<file path="src/rtl/ebox_mbox_arb_pkg.sv">
// Shared types and defaults for the multi-channel EBOX->MBOX reference arbiter.
package ebox_arb_pkg;

    localparam int DEF_NCH      = 4;
    localparam int DEF_ADRW     = 23;
    localparam int DEF_MAXRETRY = 7;
    localparam int DEF_TMO      = 255;
    localparam int DEF_PRI0     = 1;

    // Widest address and channel index the holding register can carry.
    localparam int MAX_ADRW = 36;
    localparam int IDX_W    = 3;
    localparam int DATA_W   = 36;

    typedef enum logic [1:0] {
        IDLE,
        REQ,
        BACKOFF,
        DONE
    } arb_state_e;

    // Reference latched at grant and held until completion.
    typedef struct packed {
        logic [MAX_ADRW-1:0] adr;
        logic                write;
        logic [DATA_W-1:0]   wdata;
        logic [IDX_W-1:0]    idx;
    } ref_t;

    // Width of a counter that must reach maxval; never narrower than one bit.
    function automatic int cnt_w(input int maxval);
        return (maxval < 1) ? 1 : $clog2(maxval + 1);
    endfunction

endpackage

</file>
<file path="src/rtl/ebox_mbox_arb_if.sv">
// MBOX request/response port: master is the arbiter, slave is the MBOX.
interface ebox_mbox_arb_if
    import ebox_arb_pkg::*;
#(
    parameter int ADRW = DEF_ADRW
);
    logic              EBOX_REQ;
    logic [ADRW-1:0]   EBOX_VMA;
    logic              eboxRead;
    logic              eboxWrite;
    logic [DATA_W-1:0] cacheDataWrite;
    logic              mboxRespIn;
    logic              cshEBOXRetry;
    logic [DATA_W-1:0] cacheDataRead;

    modport master (
        output EBOX_REQ, EBOX_VMA, eboxRead, eboxWrite, cacheDataWrite,
        input  mboxRespIn, cshEBOXRetry, cacheDataRead
    );

    modport slave (
        input  EBOX_REQ, EBOX_VMA, eboxRead, eboxWrite, cacheDataWrite,
        output mboxRespIn, cshEBOXRetry, cacheDataRead
    );
endinterface

</file>
<file path="src/rtl/ebox_mbox_arb_rr_pick.sv">
// Combinational winner selection: optional fixed priority for channel 0,
// otherwise the first requester at or after ptr, wrapping modulo NCH.
module rr_pick
    import ebox_arb_pkg::*;
#(
    parameter int NCH = DEF_NCH,
    localparam int PW = $clog2(NCH)
) (
    input  logic [NCH-1:0] req,
    input  logic [PW-1:0]  ptr,
    input  logic           PRI0,
    output logic [PW-1:0]  idx,
    output logic           any
);

    // Walk the ring from farthest to nearest so the nearest requester is written last.
    always_comb begin
        // NOTE: every always_comb output gets an unconditional value first so no latch is inferred.
        idx = '0;
        any = |req;
        if (!(PRI0 && req[0])) begin
            for (int k = NCH - 1; k >= 0; k--) begin
                if (req[(int'(ptr) + k) % NCH]) begin
                    idx = PW'((int'(ptr) + k) % NCH);
                end
            end
        end
    end

endmodule

</file>
<file path="src/rtl/ebox_mbox_arb.sv">
// Arbitrates NCH requestors onto the single MBOX request port, handling
// MBOX retry with backoff, response timeout (NXM) and per-channel completion.
module ebox_mbox_arb
    import ebox_arb_pkg::*;
#(
    parameter int NCH      = DEF_NCH,
    parameter int ADRW     = DEF_ADRW,
    parameter int MAXRETRY = DEF_MAXRETRY,
    parameter int TMO      = DEF_TMO,
    parameter bit PRI0     = 1'(DEF_PRI0)
) (
    input  logic                        clk,
    input  logic                        CROBAR,
    input  logic [NCH-1:0]              chReq,
    input  logic [NCH-1:0]              chWrite,
    input  logic [NCH-1:0][ADRW-1:0]    chAdr,
    input  logic [NCH-1:0][DATA_W-1:0]  chWData,
    output logic [NCH-1:0]              chDone,
    output logic [NCH-1:0]              chErr,
    output logic [DATA_W-1:0]           rData,
    output logic                        busy,
    ebox_mbox_arb_if.master             mbox
);

    localparam int PW = $clog2(NCH);
    localparam int RW = cnt_w(MAXRETRY);
    localparam int TW = cnt_w(TMO);

    arb_state_e        state_q;
    ref_t              ref_q;
    logic [PW-1:0]     rr_ptr_q;
    logic              pri_win_q;
    logic [RW-1:0]     retry_cnt_q, retry_cnt_d;
    logic [TW-1:0]     tmo_cnt_q, tmo_cnt_d;
    logic              ebox_req_q, ebox_read_q, ebox_write_q, busy_q;
    logic [NCH-1:0]    ch_done_q, ch_err_q;
    logic [DATA_W-1:0] rdata_q;

    logic [PW-1:0]     pick_idx;
    logic              pick_any;
    logic [NCH-1:0]    done_vec;
    logic [PW-1:0]     next_ptr;

    rr_pick #(.NCH(NCH)) u_pick (
        .req  (chReq),
        .ptr  (rr_ptr_q),
        .PRI0 (PRI0),
        .idx  (pick_idx),
        .any  (pick_any)
    );

    assign done_vec = NCH'(1) << ref_q.idx;
    assign next_ptr = PW'((ref_q.idx == IDX_W'(NCH - 1)) ? '0 : ref_q.idx + IDX_W'(1));

    // Saturating next values for the retry and timeout counters.
    always_comb begin
        tmo_cnt_d   = tmo_cnt_q;
        retry_cnt_d = retry_cnt_q;
        if (tmo_cnt_q != TW'(TMO)) begin
            tmo_cnt_d = tmo_cnt_q + TW'(1);
        end
        if (retry_cnt_q != RW'(MAXRETRY)) begin
            retry_cnt_d = retry_cnt_q + RW'(1);
        end
    end

    // Reference FSM with its counters, holding register and registered outputs.
    always_ff @(posedge clk) begin
        if (CROBAR) begin
            // NOTE: the holding register is reset too, so every output is 0 out of reset.
            state_q      <= IDLE;
            ref_q        <= '0;
            rr_ptr_q     <= '0;
            pri_win_q    <= 1'b0;
            retry_cnt_q  <= '0;
            tmo_cnt_q    <= '0;
            ebox_req_q   <= 1'b0;
            ebox_read_q  <= 1'b0;
            ebox_write_q <= 1'b0;
            busy_q       <= 1'b0;
            ch_done_q    <= '0;
            ch_err_q     <= '0;
            rdata_q      <= '0;
        end else begin
            // NOTE: sequential state uses non-blocking assignments so all registers update together.
            ch_done_q <= '0;
            ch_err_q  <= '0;
            case (state_q)
                IDLE: begin
                    if (pick_any) begin
                        ref_q.adr    <= MAX_ADRW'(chAdr[pick_idx]);
                        ref_q.write  <= chWrite[pick_idx];
                        ref_q.wdata  <= chWData[pick_idx];
                        ref_q.idx    <= IDX_W'(pick_idx);
                        pri_win_q    <= PRI0 && chReq[0];
                        retry_cnt_q  <= '0;
                        tmo_cnt_q    <= '0;
                        ebox_req_q   <= 1'b1;
                        ebox_read_q  <= !chWrite[pick_idx];
                        ebox_write_q <= chWrite[pick_idx];
                        busy_q       <= 1'b1;
                        state_q      <= REQ;
                    end
                end
                REQ: begin
                    tmo_cnt_q <= tmo_cnt_d;
                    if (mbox.mboxRespIn) begin
                        if (!ref_q.write) begin
                            rdata_q <= mbox.cacheDataRead;
                        end
                        ebox_req_q <= 1'b0;
                        ch_done_q  <= done_vec;
                        state_q    <= DONE;
                    end else if (mbox.cshEBOXRetry) begin
                        ebox_req_q <= 1'b0;
                        if (retry_cnt_q == RW'(MAXRETRY)) begin
                            ch_done_q <= done_vec;
                            ch_err_q  <= done_vec;
                            state_q   <= DONE;
                        end else begin
                            retry_cnt_q <= retry_cnt_d;
                            tmo_cnt_q   <= '0;
                            state_q     <= BACKOFF;
                        end
                    end else if (tmo_cnt_q == TW'(TMO)) begin
                        ebox_req_q <= 1'b0;
                        ch_done_q  <= done_vec;
                        ch_err_q   <= done_vec;
                        state_q    <= DONE;
                    end
                end
                BACKOFF: begin
                    ebox_req_q <= 1'b1;
                    state_q    <= REQ;
                end
                DONE: begin
                    if (!pri_win_q) begin
                        rr_ptr_q <= next_ptr;
                    end
                    ebox_read_q  <= 1'b0;
                    ebox_write_q <= 1'b0;
                    busy_q       <= 1'b0;
                    state_q      <= IDLE;
                end
                default: state_q <= IDLE;
            endcase
        end
    end

    assign mbox.EBOX_REQ       = ebox_req_q;
    assign mbox.EBOX_VMA       = ADRW'(ref_q.adr);
    assign mbox.eboxRead       = ebox_read_q;
    assign mbox.eboxWrite      = ebox_write_q;
    assign mbox.cacheDataWrite = ref_q.wdata;
    assign chDone              = ch_done_q;
    assign chErr               = ch_err_q;
    assign rData               = rdata_q;
    assign busy                = busy_q;

endmodule

</file>
<file path="src/flat_wrapper.sv">
// flat-port wrapper written by rule: the top's interface ports become plain ports
module ebox_mbox_arb_flat import ebox_arb_pkg::*;
#(
    parameter int NCH      = DEF_NCH,
    parameter int ADRW     = DEF_ADRW,
    parameter int MAXRETRY = DEF_MAXRETRY,
    parameter int TMO      = DEF_TMO,
    parameter bit PRI0     = 1'(DEF_PRI0)
)
  (clk, CROBAR, chReq, chWrite, chAdr, chWData, chDone, chErr, rData, busy, mbox_EBOX_REQ, mbox_EBOX_VMA, mbox_eboxRead, mbox_eboxWrite, mbox_cacheDataWrite, mbox_mboxRespIn, mbox_cshEBOXRetry, mbox_cacheDataRead);
  ebox_mbox_arb_if #(.ADRW(ADRW)) mbox_i ();
  input  logic clk;
  input  logic CROBAR;
  input  logic [NCH-1:0] chReq;
  input  logic [NCH-1:0] chWrite;
  input  logic [NCH-1:0][ADRW-1:0] chAdr;
  input  logic [NCH-1:0][DATA_W-1:0] chWData;
  output logic [NCH-1:0] chDone;
  output logic [NCH-1:0] chErr;
  output logic [DATA_W-1:0] rData;
  output logic busy;
  output wire logic [$bits(mbox_i.EBOX_REQ)-1:0] mbox_EBOX_REQ;
  output wire logic [$bits(mbox_i.EBOX_VMA)-1:0] mbox_EBOX_VMA;
  output wire logic [$bits(mbox_i.eboxRead)-1:0] mbox_eboxRead;
  output wire logic [$bits(mbox_i.eboxWrite)-1:0] mbox_eboxWrite;
  output wire logic [$bits(mbox_i.cacheDataWrite)-1:0] mbox_cacheDataWrite;
  input wire logic [$bits(mbox_i.mboxRespIn)-1:0] mbox_mboxRespIn;
  input wire logic [$bits(mbox_i.cshEBOXRetry)-1:0] mbox_cshEBOXRetry;
  input wire logic [$bits(mbox_i.cacheDataRead)-1:0] mbox_cacheDataRead;
  assign mbox_EBOX_REQ = mbox_i.EBOX_REQ;
  assign mbox_EBOX_VMA = mbox_i.EBOX_VMA;
  assign mbox_eboxRead = mbox_i.eboxRead;
  assign mbox_eboxWrite = mbox_i.eboxWrite;
  assign mbox_cacheDataWrite = mbox_i.cacheDataWrite;
  assign mbox_i.mboxRespIn = mbox_mboxRespIn;
  assign mbox_i.cshEBOXRetry = mbox_cshEBOXRetry;
  assign mbox_i.cacheDataRead = mbox_cacheDataRead;
  ebox_mbox_arb #(.NCH(NCH), .ADRW(ADRW), .MAXRETRY(MAXRETRY), .TMO(TMO), .PRI0(PRI0)) u_core (.clk(clk), .CROBAR(CROBAR), .chReq(chReq), .chWrite(chWrite), .chAdr(chAdr), .chWData(chWData), .chDone(chDone), .chErr(chErr), .rData(rData), .busy(busy), .mbox(mbox_i));
endmodule
</file>
<file path="config.mk">
export PLATFORM = sky130hd
export DESIGN_NAME = ebox_mbox_arb_flat
export DESIGN_NICKNAME = d
export VERILOG_FILES = /design/src/rtl/ebox_mbox_arb_pkg.sv /design/src/rtl/ebox_mbox_arb_if.sv /design/src/rtl/ebox_mbox_arb_rr_pick.sv /design/src/rtl/ebox_mbox_arb.sv /design/src/flat_wrapper.sv
export SDC_FILE = /design/constraint.sdc
export NUM_CORES = 1
export LEC_CHECK = 0
export CAP_MARGIN = 20
export CORE_AREA = 2 2 150 152
export DETAILED_ROUTE_END_ITERATION = 7
export DIE_AREA = 0 0 152 154
export GPL_ROUTABILITY_DRIVEN = 0
export GPL_TIMING_DRIVEN = 1
export PLACE_DENSITY = 0.66
export REMOVE_ABC_BUFFERS = 1
export SKIP_CTS_REPAIR_TIMING = 1
export SLEW_MARGIN = 0
export SYNTH_ARGS = -nofsm -noshare
export SYNTH_HDL_FRONTEND = slang
export SYNTH_SLANG_ARGS = --single-unit
</file>
<file path="constraint.sdc">
create_clock -name clk -period 2.6 [get_ports clk]
set_clock_uncertainty 0.15 [all_clocks]
set_input_delay 0.26 -clock clk [delete_from_list [all_inputs] [get_ports clk]]
set_output_delay 0.26 -clock clk [all_outputs]
set_load 0.01 [all_outputs]
</file>
==> results.sh, run 1 <==
export IMPL_whs_ns=0.0912
export IMPL_drive_gt1_share_pct=7.06
export IMPL_comb_power_share_pct=22.9
export IMPL_regArea_um2=2520
export IMPL_synthArstFlopShare_pct=0
export IMPL_gr_usage_all_layers_pct=19.1
export IMPL_finalPower_mw=6.00
export IMPL_min_path_type="in2reg"
export IMPL_dpl_worst_slack_ns=0.0905
export IMPL_irDropWorstVdd_mv=0.339
export IMPL_multiInputGateArea_um2=3200
export IMPL_cts_tree="built"
export IMPL_stdcell_area_um2=10800
export IMPL_tightest_slew_ns=0.476
export IMPL_dp_cells=1296
export IMPL_r2r_end="u_core.retry_cnt_q[1]"
export IMPL_via_count=6310
export IMPL_yosysSeqAreaShare_pct=39.1
export IMPL_cp_data_required_time_ns=2.76
export IMPL_num_rows=54
export IMPL_grt_first_pass_wirelength_mm=35.4
export IMPL_fmax_mhz=445
export IMPL_switching_share_pct=27.2
export IMPL_final_setup_viol_count=0
export IMPL_rsz0062_at_grt="no"
export IMPL_hold_violations=0
export IMPL_ff2ff_path_depth=7
export IMPL_grt_max_degree=45
export IMPL_drc=0
export IMPL_portBuffers=390
export IMPL_relSlewSlack_pct=68.3
export IMPL_die_x_um=152
export IMPL_pwr_density_cell_nw_per_um2=553
export IMPL_power_leakage_nw=3.91
export IMPL_antenna_found_initial=0
export IMPL_internal_power_mw=4.37
export IMPL_wl_per_cell_um=17.6
export IMPL_timing_rr_start="u_core.retry_cnt_q[0]"
export IMPL_syn_mean_instance_area_um2=9.08
export IMPL_startpoint="u_core.retry_cnt_q[0]"
export IMPL_post_route_util_pct=50.0
export IMPL_cts_made_buffers=17
export IMPL_setup_ws_ns=0.355
export IMPL_grt_ovfl_total=0
export IMPL_viasPerCell=4.75
export IMPL_yosys_warnings=0
export IMPL_cts_root_buf="clkbuf_16"
export IMPL_p_switching_mw=1.63
export IMPL_n_antenna_cell=0
export IMPL_dp_hpwl_mm=18.0
export IMPL_htree_levels=4
export IMPL_clock_path_buffers=2
export IMPL_dieArea_um2=23400
export IMPL_status="finished clean"
export IMPL_syn_area_um2=6450
export IMPL_clk_pin_slew_ns=0.07
export IMPL_period_minus_slack_ns=2.24
export IMPL_clock_sinks=126
export IMPL_fillers=2059
export IMPL_die_h_um=154
export IMPL_clk_latency_ns=0.41
export IMPL_nets=1326
export IMPL_maxCapViolations=0
export IMPL_finalSetupTns_ns=0
export IMPL_synth_main_ff_cell="dfxtp_1"
export IMPL_critPathMaxFanout=12
export IMPL_ant_nets=0
export IMPL_p_seq_share_pct=36.2
export IMPL_initial_core_util_pct=29.7
export IMPL_min_to="u_core.pri_win_q"
export IMPL_post_route_period_util_pct=86.3
export IMPL_post_dp_cell_area_um2=10200
export IMPL_worstHoldStart="CROBAR"
export IMPL_core_um2=21700
export IMPL_syn_inst=710
export IMPL_p_clk_share_pct=40.9
export IMPL_drtIter0Drc=302
export IMPL_r2r_setup_slack_ns=0.36
export IMPL_synth_distinct_cells=45
export IMPL_instances_no_fill=1328
export IMPL_crit_path_end_kind="flip-flop"
export IMPL_cp_arrival_ns=2.40
export IMPL_ys_ff_latch=126
export IMPL_grt_pass1_vias=6191
export IMPL_maxSlewViolCount=0
export IMPL_startpoint_type="flip-flop"
export IMPL_totalWireLength_mm=23.3
export IMPL_synth_edf_count=0
export IMPL_area_growth_pct=68.2
export IMPL_hold_depth=2
export IMPL_first_pass_iters=6
export IMPL_path_class="reg2reg"
export IMPL_ioPinCount=391
==> layout make-up <==
type / count / area share, %
Timing Repair Buffer: 414 / 38.2
Multi-Input combinational cell: 467 / 29.5
Sequential cell: 126 / 23.3
Clock buffer: 17 / 3.92
Tap cell: 280 / 3.23
Clock inverter: 15 / 1.62
Inverter: 9 / 0.312
==> placed cells by master, fill, tap and decap left out, types with 2 or more instances in the layout <==
| master | count |
|---|---|
| clkdlybuf4s50_1 | 389 |
| nand2_1 | 139 |
| dfxtp_1 | 126 |
| mux2i_1 | 122 |
| o221ai_1 | 62 |
| a21oi_1 | 49 |
| nor2_1 | 22 |
| buf_4 | 19 |
| clkbuf_16 | 17 |
| inv_1 | 9 |
| nor3_1 | 9 |
| ha_1 | 7 |
| nand3_1 | 5 |
| o21ai_0 | 5 |
| buf_12 | 5 |
| nand2b_1 | 4 |
| and2_1 | 4 |
| inv_6 | 4 |
| inv_8 | 3 |
| clkinv_4 | 3 |
| o21bai_1 | 2 |
| or4_1 | 2 |
| a31oi_1 | 2 |
| xnor2_1 | 2 |
| o31ai_1 | 2 |
| or3_1 | 2 |
| a21oi_2 | 2 |
| a22o_1 | 2 |
| mux2_2 | 2 |
| clkinvlp_4 | 2 |
| bufinv_16 | 2 |
==> power groups by stage <==
stage	registers (mW)	logic [mW]	clock network, mW
6_report	2.18	1.37	2.45
5_1_grt	2.19	1.47	2.59
4_1_cts	2.18	1.39	2.51
3_5_place_dp	2.22	1.38	0
3_3_place_gp	2.21	1.37	0
2_1_floorplan	2.27	0.467	0
==> kinds of logic after synthesis <==
family / count (synthesis) / synth area share, %
DFF: 126 / 39.1
and+or+nand+nor: 203 / 13.7
xor gates and xnor gates: 2 / 0.272
muxes: 124 / 19.3
buffers and inverters: 117 / 11.5
adders and majority gates: 7 / 1.36
AOI/OAI and AO/OA: 131 / 14.7
==> cell usage after synthesis (2+ instances only) <==
master,instances,share of area (%)
a21oi_2,2,0.27
o21ai_0,5,0.39
a22o_1,2,0.27
nand2b_1,5,0.49
mux2i_1,122,19
and2_1,4,0.39
a31oi_1,2,0.19
inv_1,9,0.52
nor3_1,9,0.70
or3_1,2,0.19
buf_2,34,2.6
dfxtp_1,126,39
xnor2_1,2,0.27
o221ai_1,62,8.4
a21oi_1,49,3.8
clkbuf_1,6,0.35
o21bai_1,2,0.23
mux2_2,2,0.35
nor2_1,23,1.3
nand3_1,5,0.39
buf_6,2,0.35
ha_1,7,1.4
o31ai_1,2,0.23
buf_4,66,7.7
or4_1,2,0.23
nand2_1,139,8.1
==> per-layer routing <==
layer / track usage [%] / part of all wire [%] / vias to the layer above
li1: - / - / 3118
met2: 32.9 / 50 / 213
met5: 0 / 0 / -
met4: 6.76 / 2.3 / 0
met3: 5.92 / 6.5 / 33
met1: 22.4 / 41 / 2946
==> sequential cells by signal, indices dropped and copies added, names as in the netlist <==
register	cells
u_core.mbox.cacheDataWrite	36
u_core.rData	36
u_core.mbox.EBOX_VMA	23
u_core.tmo_cnt_q	8
u_core.chDone	4
u_core.chErr	4
u_core.ref_q	3
u_core.retry_cnt_q	3
u_core.rr_ptr_q	2
u_core.state_q	2
u_core.busy	1
u_core.mbox.EBOX_REQ	1
u_core.mbox.eboxRead	1
u_core.mbox.eboxWrite	1
u_core.pri_win_q	1
==> worst max path at each step <==
stage                                          end  slack (ns)  cells after the start
floorplan                     u_core.mbox.eboxRead       -6.51                      5
global placement    u_core.mbox.cacheDataWrite[26]        0.14                      7
detailed placement        u_core.mbox.EBOX_VMA[19]        0.09                      7
CTS                          u_core.retry_cnt_q[2]        0.36                      7
global route                 u_core.retry_cnt_q[2]        0.25                      7
finish                       u_core.retry_cnt_q[1]        0.36                      7
==> critical path, stage by stage (launching register included) <==
cell	delay, ns
dfxtp_1	0.33
ha_1	0.21
ha_1	0.20
or3b_2	0.49
and2b_2	0.30
nor2_2	0.14
nor2_1	0.07
a22o_1	0.25
No activity file was read; power rests on OpenSTA's default activity.
==> run 2, diff against run 1 <==
--- a/config.mk
+++ b/config.mk
@@ -14,7 +14,7 @@
 export PLACE_DENSITY = 0.66
 export REMOVE_ABC_BUFFERS = 1
 export SKIP_CTS_REPAIR_TIMING = 1
-export SLEW_MARGIN = 0
+export SLEW_MARGIN = 10
 export SYNTH_ARGS = -nofsm -noshare
 export SYNTH_HDL_FRONTEND = slang
 export SYNTH_SLANG_ARGS = --single-unit
==> results of run 2 <==
The final DEF is identical to that of run 1; final timing and power are the same.
